$ cat config.mk
export PLATFORM = sky130hd
export DESIGN_NAME = fpnew_opgroup_out_buffer
export DESIGN_NICKNAME = d
export VERILOG_FILES = /design/src/rtl/fpnew_opgroup_out_buffer.sv
export SDC_FILE = /design/constraint.sdc
export NUM_CORES = 1
export LEC_CHECK = 0
export ABC_AREA = 1
export BUFFER_PORTS_ARGS = -buffer_cell sky130_fd_sc_hd__buf_2
export CAP_MARGIN = 15
export CORE_UTILIZATION = 56
export CTS_CLUSTER_SIZE = 24
export DETAILED_ROUTE_END_ITERATION = 8
export PLACE_DENSITY = 0.9
export SLEW_MARGIN = 15
export SYNTH_ARGS = -nofsm -noshare
export SYNTH_HDL_FRONTEND = slang
export SYNTH_SLANG_ARGS = --single-unit
$ cat constraint.sdc
create_clock -name clk_i -period 8.9 [get_ports clk_i]
set_input_delay 0.89 -clock clk_i [delete_from_list [all_inputs] [get_ports clk_i]]
set_output_delay 0.89 -clock clk_i [all_outputs]
set_load 0.01 [all_outputs]
$ cat src/rtl/fpnew_opgroup_out_buffer.sv
// Opgroup result FIFO with a sticky fflags accumulator over delivered results.
// Define FPNEW_OUTBUF_BYPASS_EN to let an input fall through an empty buffer in the same cycle.
package fpnew_outbuf_pkg;
    typedef logic [4:0] status_t; // {NV, DZ, OF, UF, NX}
endpackage

module fpnew_opgroup_out_buffer
    import fpnew_outbuf_pkg::*;
#(
    parameter int unsigned Width   = 32,
    parameter int unsigned Depth   = 2,
    parameter type         TagType = logic
) (
    input  logic                       clk_i,
    input  logic                       rst_ni,
    input  logic [Width-1:0]           in_result_i,
    input  status_t                    in_status_i,
    input  logic                       in_ext_bit_i,
    input  TagType                     in_tag_i,
    input  logic                       in_valid_i,
    output logic                       in_ready_o,
    input  logic                       flush_i,
    output logic [Width-1:0]           result_o,
    output status_t                    status_o,
    output logic                       extension_bit_o,
    output TagType                     tag_o,
    output logic                       out_valid_o,
    input  logic                       out_ready_i,
    output status_t                    fflags_o,
    input  logic                       fflags_clr_i,
    output logic [$clog2(Depth+1)-1:0] usage_o,
    output logic                       busy_o
);

    localparam int unsigned UsageW = $clog2(Depth + 1);
    localparam int unsigned PtrW   = (Depth > 1) ? $clog2(Depth) : 1;

    typedef struct packed {
        logic [Width-1:0] result;
        status_t          status;
        logic             ext_bit;
        TagType           tag;
    } entry_t;

    entry_t            mem_q [Depth];
    logic [PtrW-1:0]   wr_ptr_q, rd_ptr_q;
    logic [UsageW-1:0] usage_q, usage_d;
    status_t           fflags_q, fflags_d;

    entry_t in_entry, head, head_out;
    logic   empty, head_valid, bypass;
    logic   push, pop, store, pop_mem;

    function automatic logic [PtrW-1:0] ptr_inc(input logic [PtrW-1:0] ptr);
        return (ptr == PtrW'(Depth - 1)) ? '0 : ptr + 1'b1;
    endfunction

    assign in_entry = '{result: in_result_i, status: in_status_i,
                        ext_bit: in_ext_bit_i, tag: in_tag_i};
    assign empty    = (usage_q == '0);

    // NOTE: every signal written here gets a default first, so no path can infer a latch.
    always_comb begin
        head       = mem_q[rd_ptr_q];
        head_valid = !empty;
        bypass     = 1'b0;
`ifdef FPNEW_OUTBUF_BYPASS_EN
        if (empty) begin
            head       = in_entry;
            head_valid = in_valid_i;
            bypass     = 1'b1;
        end
`endif
        if (flush_i) begin
            head_valid = 1'b0;
            bypass     = 1'b0;
        end
    end

    // Ready depends on stored occupancy only, so a full buffer refuses a push even if it pops.
    assign in_ready_o = (usage_q < UsageW'(Depth));
    assign push       = in_valid_i & in_ready_o & ~flush_i;
    assign pop        = head_valid & out_ready_i;
    assign store      = push & ~(bypass & out_ready_i);
    assign pop_mem    = pop & ~bypass;

    always_comb begin
        usage_d = usage_q;
        if (store && !pop_mem) begin
            usage_d = usage_q + 1'b1;
        end else if (!store && pop_mem) begin
            usage_d = usage_q - 1'b1;
        end
    end

    assign fflags_d = (fflags_clr_i ? status_t'('0) : fflags_q)
                    | (pop ? head.status : status_t'('0));

    always_ff @(posedge clk_i or negedge rst_ni) begin
        if (!rst_ni) begin
            wr_ptr_q <= '0;
            rd_ptr_q <= '0;
            usage_q  <= '0;
        end else if (flush_i) begin
            wr_ptr_q <= '0;
            rd_ptr_q <= '0;
            usage_q  <= '0;
        end else begin
            if (store)   wr_ptr_q <= ptr_inc(wr_ptr_q);
            if (pop_mem) rd_ptr_q <= ptr_inc(rd_ptr_q);
            usage_q <= usage_d;
        end
    end

    // Flags survive a flush: only reset or an explicit clear drops them.
    always_ff @(posedge clk_i or negedge rst_ni) begin
        if (!rst_ni) begin
            fflags_q <= '0;
        end else begin
            fflags_q <= fflags_d;
        end
    end

    // NOTE: storage has no reset; outputs are zeroed whenever the head is invalid instead.
    always_ff @(posedge clk_i) begin
        if (store) mem_q[wr_ptr_q] <= in_entry;
    end

    assign head_out        = head_valid ? head : '0;
    assign result_o        = head_out.result;
    assign status_o        = head_out.status;
    assign extension_bit_o = head_out.ext_bit;
    assign tag_o           = head_out.tag;
    assign out_valid_o     = head_valid;
    assign fflags_o        = fflags_q;
    assign usage_o         = usage_q;
    assign busy_o          = !empty;

endmodule

==> results of run 1 <==
per-layer routing:
metal  up-vias  routed length (microns)
met5         -                        0
met4         0                       95
met3        11                      454
met2        97                     3530
met1      1107                     2520
li1       1216                        -
flip-flops by register name, summed over array words and instances (netlist names):
name / flops
mem_q: 78
fflags_o: 5
rd_ptr_q: 1
usage_o: 2
wr_ptr_q: 1
logic make-up after synthesis:
logic type             Yosys count  share of synthesized area (%)
AND/OR/NAND/NOR                165                           18.5
flip-flops                      87                           72.4
buffers and inverters           57                           6.32
AO/OA/AOI/OAI                    8                           1.34
multiplexers                     5                           1.41
Yosys cell counts:
master,number
mux2i_1,5
edfxtp_1,78
nand2_1,149
nand3_1,2
o22ai_1,6
nand4_1,1
inv_1,45
nor2_1,8
nand2_4,1
nand3_4,1
a21oi_1,1
clkbuf_1,3
nor2_4,1
o21ai_0,1
nor3_1,2
buf_2,8
clkinv_1,1
dfrtp_1,9
path summary, 6_finish.rpt:
path	to	startpoint	slack, ns
worst max-delay path	status_o[3]	flush_i	5.77
worst min-delay path	fflags_o[3]	rst_ni	0.38
worst max register to register	usage_o[1]	usage_o[1]	7.04
worst min register to register	fflags_o[2]	fflags_o[2]	0.54
max in group asynchronous	wr_ptr_q	rst_ni	8.32
min in group clk_i	fflags_o[2]	fflags_o[2]	0.54
area by class of cell:
class	instances	area [sq um]
fillers	444	1710
multi-input cells	178	766
inverters	46	173
well taps	75	93.8
repair buffers	96	500
flip-flops and latches	87	2570
clock buffers	9	124
clock inverters	7	96.3
power by group:
group          switching [W]  total, W  internal (W)
combinational      0.0000952  0.000145     0.0000495
clock               0.000135  0.000294      0.000159
sequential        0.00000900  0.000480      0.000471
per-stage QoR:
| stage | hold WS (ns) | std cells | instance area (sq um) | setup WS, ns |
|---|---|---|---|---|
| after CTS | 0.384 | 497 | 4300 | 5.76 |
| after global placement | 0.516 | 481 | 4080 | 5.82 |
| after floorplan | 0.459 | 322 | 3540 | 4.63 |
| final | 0.384 | 498 | 4320 | 5.77 |
| after global routing | 0.385 | 498 | 4320 | 5.60 |
| after detailed placement | 0.528 | 481 | 4080 | 5.76 |
==> impl_metrics.tcl, run 1 <==
set metrics [dict create \
    grt.total_usage_pct 20.9 \
    ys_types 18 \
    synth_top_area_cell "edfxtp_1" \
    post_drt_wl_per_cell_microns 13.2 \
    place_congestion 0.742 \
    numPortBuffers 93 \
    cts_buffers 9 \
    dr.pass1.iters 5 \
    grt_busiest_layer "met2" \
    p_total_w 0.000918 \
    rsz0062_at_grt "no" \
    powerDensity_mw_per_mm2 213 \
    fin_tns_setup_ns 0 \
    num_antenna_cells 0 \
    cap_violations 0 \
    post_cts_resized 0 \
    synthCells 322 \
    cts_tree "done" \
    fin_util_pct 71.7 \
    finalCriticalPeriod_ns 3.13 \
    fin_nets 463 \
    hpwlAfterDp_microns 4190 \
    finalHoldViolations 0 \
    cp.depth 5 \
    cts.sink_count 87 \
    critPathMaxStageDelay_ns 0.63 \
    cts.clk_slew.worst_paths_ns 0.09 \
    worstSetupPathType "in2out" \
    setup_viol 0 \
    core_area_sq_mm 0.00603 \
    worstPathCellList "buf_2 > nor2_4 > inv_1 > nor2_1 > buf_2" \
    yosys.area.top_type_share_pct 66.1 \
    start_util_pct 58.8 \
    syn_avg_cell_area_sq_um 11.0 \
    slew_viol_final 0 \
    cts_root_buf "clkbuf_8" \
    yosysSeqAreaShare_pct 72.4 \
    antenna_found_initial 0 \
    reg2reg_depth 6 \
    syn_area_sq_mm 0.00354 \
    grtUsageMet2_pct 38.1 \
    via_count 2431 \
    fin_crit_sh_pct 35.1 \
    avgViaCountPerCell 4.88 \
    ant_nets 0 \
    relSlewSlack_pct 33.4 \
    worstPathMaxFanout 37 \
    slowest_stage "nor2_4" \
    routed_wl_microns 6590 \
    post-cts-setup-buffers 0 \
    fin_worst_skew_ns 0.0115 \
    cpMostUsedCell "buf_2" \
    grt_start_max_net_pins 42 \
    grt_pass1_wl_microns 9900 \
    yosysWarnings 0 \
    outcome "finished, final reports clean" \
    rows 28 \
    arrival_ns 2.24 \
    grt_pass1_vias 2278 \
    dieArea_sq_mm 0.00665 \
    cts_hold_buf 0 \
    htreeDepth 3 \
    cts.path.max_buffers 2 \
    path_buf_inv 3 \
    area_growth_pct 21.9 \
    top_level_ports 94 \
    drive_gt1_share_pct 27.4 \
    drc 0 \
    final_cell_mix "149 x nand2_1, 93 x buf_2, 78 x edfxtp_1" \
    cpLargestDelayFamily "simple AND/OR/NAND/NOR gates" \
    clk_latency_ns 0.34 \
    ys_seq_elements 87 \
    use_met3_pct 6.44 \
    dieWidth_microns 81.6 \
    power.leakage_nw 2.16 \
    required_ns 8.01 \
    final_common_cell "nand2_1" \
    fmax_mhz 320 \
    grt_util_met1_pct 22.8 \
    synth_nets 367 \
    drtIter0Drc 177 \
    worst_pin_slew_ns 0.992 \
    worstSetupEndpointType "primary output" \
    netlist_top_cells_area "edfxtp_1 66%, nand2_1 16%, dfrtp_1 6.4%, inv_1 4.8%, mux2i_1 1.4%" \
    die_h_microns 81.6 \
    vdd_drop_max_uv 171 \
    grt.overflow.total 0 \
    hold_path_class "in2async" \
    start_kind "input port" \
]
Power figures use the tool's default switching activity.
==> inputs of run 2 (changes only) <==
--- a/config.mk
+++ b/config.mk
@@ -5,13 +5,13 @@
 export SDC_FILE = /design/constraint.sdc
 export NUM_CORES = 1
 export LEC_CHECK = 0
-export ABC_AREA = 1
+export ABC_AREA = 0
 export BUFFER_PORTS_ARGS = -buffer_cell sky130_fd_sc_hd__buf_2
 export CAP_MARGIN = 15
-export CORE_UTILIZATION = 56
+export CORE_UTILIZATION = 51
 export CTS_CLUSTER_SIZE = 24
 export DETAILED_ROUTE_END_ITERATION = 8
-export PLACE_DENSITY = 0.9
+export PLACE_DENSITY = 0.84
 export SLEW_MARGIN = 15
 export SYNTH_ARGS = -nofsm -noshare
 export SYNTH_HDL_FRONTEND = slang
==> constraint.sdc (replaced) <==
create_clock -name clk_i -period 3.2 [get_ports clk_i]
set_input_delay 0.32 -clock clk_i [delete_from_list [all_inputs] [get_ports clk_i]]
set_output_delay 0.32 -clock clk_i [all_outputs]
set_load 0.01 [all_outputs]
==> impl_metrics.tcl, run 2 <==
set metrics [dict create \
    grt_pass1_wl_microns 8540 \
    fin_nets 350 \
    start_util_pct 52.7 \
    post_cts_resized 0 \
    r2r-start "usage_o[1]" \
    reg2reg_depth 3 \
    hold_path_class "in2reg" \
    fin_crit_sh_pct 65.9 \
    setup_viol 0 \
    drtIter0Drc 85 \
    min-delay-start "in_result_i[21]" \
    grt.total_usage_pct 16.1 \
    avgViaCountPerCell 4.94 \
    numPortBuffers 93 \
    cts.sink_count 87 \
    die_h_microns 83.0 \
    cts.clk_slew.worst_paths_ns 0.08 \
    final_cell_mix "93 x buf_2, 78 x edfxtp_1, 41 x nor2_1" \
    netlist_top_cells_area "edfxtp_1 70%, mux2i_1 12%, dfrtp_1 6.7%, nor2_1 4.6%, buf_2 1.0%" \
    fin_util_pct 65.0 \
    start_kind "flip-flop" \
    largest_register_ffs 78 \
    dr.pass1.iters 4 \
    synthCells 206 \
    synth_top_area_cell "edfxtp_1" \
    reg2reg_slack_ns 1.17 \
    num_antenna_cells 0 \
    finalCriticalPeriod_ns 2.11 \
    grt.overflow.total 0 \
    core_area_sq_mm 0.00635 \
    grt_start_max_net_pins 41 \
    min_path_cells 1 \
    clk_latency_ns 0.33 \
    synth_nets 251 \
    rows 29 \
    worstPathMaxFanout 40 \
    hold_ws_ns 0.178 \
    ys_top_cells_by_count "78 x edfxtp_1, 41 x nor2_1, 40 x mux2i_1, 9 x dfrtp_1" \
    hpwlAfterDp_microns 3560 \
    post-cts-setup-buffers 0 \
    post_drt_wl_per_cell_microns 13.7 \
    antenna_found_initial 0 \
    worst_pin_slew_ns 0.796 \
    cts.path.max_buffers 2 \
    synthFlopType "edfxtp_1" \
    worstSetupPathType "reg2out" \
    fmax_mhz 474 \
    powerDensity_mw_per_mm2 559 \
    outcome "finished, final reports clean" \
    arrival_ns 1.79 \
    yosys.cell_count.top_type "edfxtp_1" \
    grt_pass1_vias 1813 \
    drive_gt1_share_pct 36.5 \
    cap_violations 0 \
    final_common_cell "buf_2" \
    critPathMaxStageDelay_ns 0.53 \
    power.leakage_nw 1.64 \
    cts_root_buf "clkbuf_8" \
    yosys.area.top_type_share_pct 69.9 \
    area_growth_pct 23.2 \
    place_congestion 0.721 \
    cts_tree "done" \
    cts_buffers 9 \
    slew_viol_final 0 \
    ys_async_sr_fraction_pct 10.3 \
    ant_nets 0 \
    r2r_end "mem_q[0][5]" \
    yosysSeqAreaShare_pct 76.7 \
    dieWidth_microns 83.0 \
    yosysWarnings 0 \
    ys_seq_elements 87 \
    synth_edf_count 78 \
    worstPathCellList "buf_4 > mux2i_1 > nor2_1 > buf_2" \
    top_level_ports 94 \
    relSlewSlack_pct 46.7 \
    worstSetupEndpointType "primary output" \
    slowest_stage "buf_4" \
    cts_hold_buf 1 \
    via_count 1910 \
    rsz0062_at_grt "no" \
    drc 0 \
    min_to "mem_q[1][28]" \
    fin_worst_skew_ns 0.00964 \
    required_ns 2.88 \
    fin_tns_setup_ns 0 \
    syn_avg_cell_area_sq_um 16.3 \
    syn_area_sq_mm 0.00335 \
    dieArea_sq_mm 0.00690 \
    htreeDepth 3 \
    finalHoldViolations 0 \
    regMostFlops "mem_q" \
    ys_types 19 \
    vdd_drop_max_uv 336 \
    routed_wl_microns 5310 \
]
-- run 2: layer usage --
layer	share of wire, %	global-route usage, %	up-vias
met5	0	0	-
met4	1.2	7.05	0
met3	4.5	3.68	8
met2	52	26.8	62
met1	43	20.4	895
li1	-	-	945
-- run 2: logic make-up after synthesis --
| group | after synthesis | share of synthesized area (%) |
|---|---|---|
| compound gates | 10 | 1.76 |
| buf+inv | 16 | 2.50 |
| flops | 87 | 76.7 |
| simple gates | 51 | 6.61 |
| xor+xnor | 2 | 0.523 |
| mux | 40 | 12.0 |
-- run 2: worst max-delay path by stage --
| stage | from | end | slack (ns) | depth (start not counted) |
|---|---|---|---|---|
| 2_1_floorplan | usage_o[1] | mem_q[1][0] | 0.43 | 2 |
| 3_3_place_gp | usage_o[1] | mem_q[0][35] | 1.23 | 3 |
| 3_5_place_dp | usage_o[1] | mem_q[0][35] | 1.14 | 3 |
| 4_1_cts | rd_ptr_q | status_o[0] | 1.05 | 4 |
| 5_1_grt | rd_ptr_q | status_o[0] | 0.95 | 4 |
| 6_report | rd_ptr_q | status_o[0] | 1.09 | 4 |
-- run 2: cell type report --
type,instances,area [sq um]
Sequential cell,87,2570
Fill cell,461,2220
Multi-Input combinational cell,103,721
Timing Repair Buffer,97,510
Clock buffer,11,131
Tap cell,77,96.3
Clock inverter,5,72.6
Inverter,7,26.3
-- run 2: report_power, final --
| part | leakage, nW | total, W | switching (W) | internal, W |
|---|---|---|---|---|
| Combinational | 0.704 | 0.000234 | 0.000134 | 0.000100 |
| Sequential | 0.835 | 0.00131 | 0.0000154 | 0.00129 |
| Clock | 0.102 | 0.000762 | 0.000328 | 0.000434 |
| Total | 1.64 | 0.00231 | 0.000478 | 0.00183 |
-- run 2: stage by stage --
step	setup WS (ns)	power [W]	cells	instance area [sq um]
after CTS	1.05	0.00233	387	4130
after detailed placement	1.14	0.00157	370	3910
after global routing	0.951	0.00240	387	4130
after floorplan	0.432	0.00147	206	3360
final	1.09	0.00231	387	4130
after global placement	1.23	0.00156	370	3910
-- run 2: critical path: cells and delay by family (launching register included) --
| family | cells | cell delay (ns) |
|---|---|---|
| buffers and inverters | 2 | 0.68 |
| multiplexers | 1 | 0.36 |
| flip-flops | 1 | 0.35 |
| AND/OR/NAND/NOR | 1 | 0.06 |
==> inputs of run 3 (changes only) <==
--- a/config.mk
+++ b/config.mk
@@ -8,10 +8,10 @@
 export ABC_AREA = 0
 export BUFFER_PORTS_ARGS = -buffer_cell sky130_fd_sc_hd__buf_2
 export CAP_MARGIN = 15
-export CORE_UTILIZATION = 51
+export CORE_UTILIZATION = 46
 export CTS_CLUSTER_SIZE = 24
 export DETAILED_ROUTE_END_ITERATION = 8
-export PLACE_DENSITY = 0.84
+export PLACE_DENSITY = 0.81
 export SLEW_MARGIN = 15
 export SYNTH_ARGS = -nofsm -noshare
 export SYNTH_HDL_FRONTEND = slang
==> constraint.sdc (replaced) <==
create_clock -name clk_i -period 1.8 [get_ports clk_i]
set_input_delay 0.18 -clock clk_i [delete_from_list [all_inputs] [get_ports clk_i]]
set_output_delay 0.18 -clock clk_i [all_outputs]
set_load 0.01 [all_outputs]
==> impl_metrics.tcl, run 3 (synthesized netlist as in run 2, its figures left out) <==
set metrics [dict create \
    required_ns 1.62 \
    cts.clk_slew.worst_paths_ns 0.08 \
    worstSetupPathType "reg2out" \
    worst_pin_slew_ns 0.262 \
    htreeDepth 3 \
    setup_viol 0 \
    arrival_ns 1.58 \
    slew_viol_final 0 \
    cts.sink_count 87 \
    final_cell_mix "93 x buf_2, 78 x edfxtp_1, 41 x nor2_1" \
    regMostFlops "mem_q" \
    dr.max_layer_used "met4" \
    worstPathCellList "or2_4 > nand2b_4 > nor2_1 > buf_2" \
    power.leakage_nw 1.69 \
    powerDensity_mw_per_mm2 979 \
    dieArea_sq_mm 0.00763 \
    start_kind "flip-flop" \
    num_antenna_cells 0 \
    fin_worst_skew_ns 0.00518 \
    grt.overflow.total 0 \
    place_congestion 0.733 \
    fin_util_pct 62.0 \
    cts_tree "done" \
    hold_ws_ns 0.0259 \
    finalHoldViolations 0 \
    dr.pass1.iters 4 \
    core_area_sq_mm 0.00691 \
    numPortBuffers 93 \
    via_count 2004 \
    cts.path.max_buffers 2 \
    routed-wl-met2_microns 3250 \
    grt_pass1_wl_microns 9140 \
    rsz0062_at_grt "yes" \
    top_level_ports 94 \
    relSlewSlack_pct 82.0 \
    worstPathMaxFanout 20 \
    met3_length_microns 319 \
    wl_met1_microns 2650 \
    cts_buffers 9 \
    path_buf_inv 1 \
    final_common_cell "buf_2" \
    hpwlAfterDp_microns 3700 \
    hold_path_class "in2reg" \
    cts_root_buf "clkbuf_8" \
    dieWidth_microns 87.3 \
    cpLargestDelayFamily "simple AND/OR/NAND/NOR gates" \
    start_util_pct 48.5 \
    fmax_mhz 570 \
    worstSetupEndpointType "primary output" \
    post_drt_wl_per_cell_microns 15.1 \
    slowest_stage "dfrtp_2" \
    min-delay-start "in_result_i[22]" \
    finalCriticalPeriod_ns 1.76 \
    clk_latency_ns 0.34 \
    outcome "finished, final reports clean" \
    routed_wl_microns 6250 \
    critPathMaxStageDelay_ns 0.46 \
    vdd_drop_max_uv 505 \
    r2r-start "usage_o[1]" \
    drc 0 \
    crit_start "usage_o[1]" \
    avgViaCountPerCell 4.83 \
    fin_nets 359 \
    drive_gt1_share_pct 37.0 \
    rows 30 \
    drtIter0Drc 102 \
    fin_crit_sh_pct 97.5 \
    ant_nets 0 \
    cap_violations 0 \
    area_growth_pct 27.9 \
    grt_start_max_net_pins 41 \
    largest_register_ffs 78 \
    die_h_microns 87.3 \
    fillers 576 \
    grt.total_usage_pct 16.8 \
    antenna_found_initial 0 \
    grt_pass1_vias 1916 \
]
run 3: stage by stage:
stage / instances / worst slack (ns) / total power, W / TNS (ns) / area (sq um)
6_report: 415 / 0.0442 / 0.00420 / 0 / 4290
5_1_grt: 415 / -0.0565 / 0.00437 / -0.880 / 4290
4_1_cts: 407 / 0.00822 / 0.00422 / 0 / 4210
3_5_place_dp: 389 / 0.197 / 0.00281 / 0 / 3970
3_3_place_gp: 389 / 0.318 / 0.00279 / 0 / 3970
2_1_floorplan: 206 / -0.305 / 0.00263 / -19.66 / 3380
run 3: path summary, 6_finish.rpt:
check                                to  slack [ns]  depth (start not counted)
max reg2reg                 fflags_o[3]        0.30                          5
min in group asynchronous    usage_o[0]        0.24                          2
min                        mem_q[1][29]        0.03                          1
max in group asynchronous    usage_o[1]        1.37                          2
min reg2reg                 fflags_o[0]        0.54                          2
max                         result_o[4]        0.04                          4
run 3: cell type report:
cell class                      instances  area [sq um]  area share [%]
Tap cell                               96           120            2.80
Sequential cell                        87          2570            60.0
Timing Repair Buffer                  105           616            14.4
Inverter                                7          26.3           0.613
Clock inverter                          7          87.6            2.04
Multi-Input combinational cell        104           742            17.3
Clock buffer                            9           124            2.89
run 3: what timing repair did:
item,in CTS,in global routing
hold buffers,1,8
pin swaps,0,14
resized for setup,1,0
setup buffers,0,0
setup endpoints to repair,40,40
hold endpoints to repair,9,15
gates cloned,1,0
run 3: worst register-to-register path: cells and delay by family (launching register included):
family	cells	cell delay (ns)
DFF	1	0.46
buffers and inverters	1	0.09
and+or+nand+nor	3	0.71
AOI/OAI and AO/OA	1	0.11
run 3: layer usage:
metal,vias up,global-route usage [%]
met5,-,0
met4,0,5.37
met3,4,5.50
met2,68,29.5
met1,966,19.5
li1,966,-
run 3: report_power, final:
group | switching, W | total, W | leakage [nW] | internal, W
Sequential | 0.0000299 | 0.00233 | 0.834 | 0.00230
Clock | 0.000646 | 0.00142 | 0.100 | 0.000769
Combinational | 0.000255 | 0.000454 | 0.759 | 0.000200
Total | 0.000931 | 0.00420 | 1.69 | 0.00327
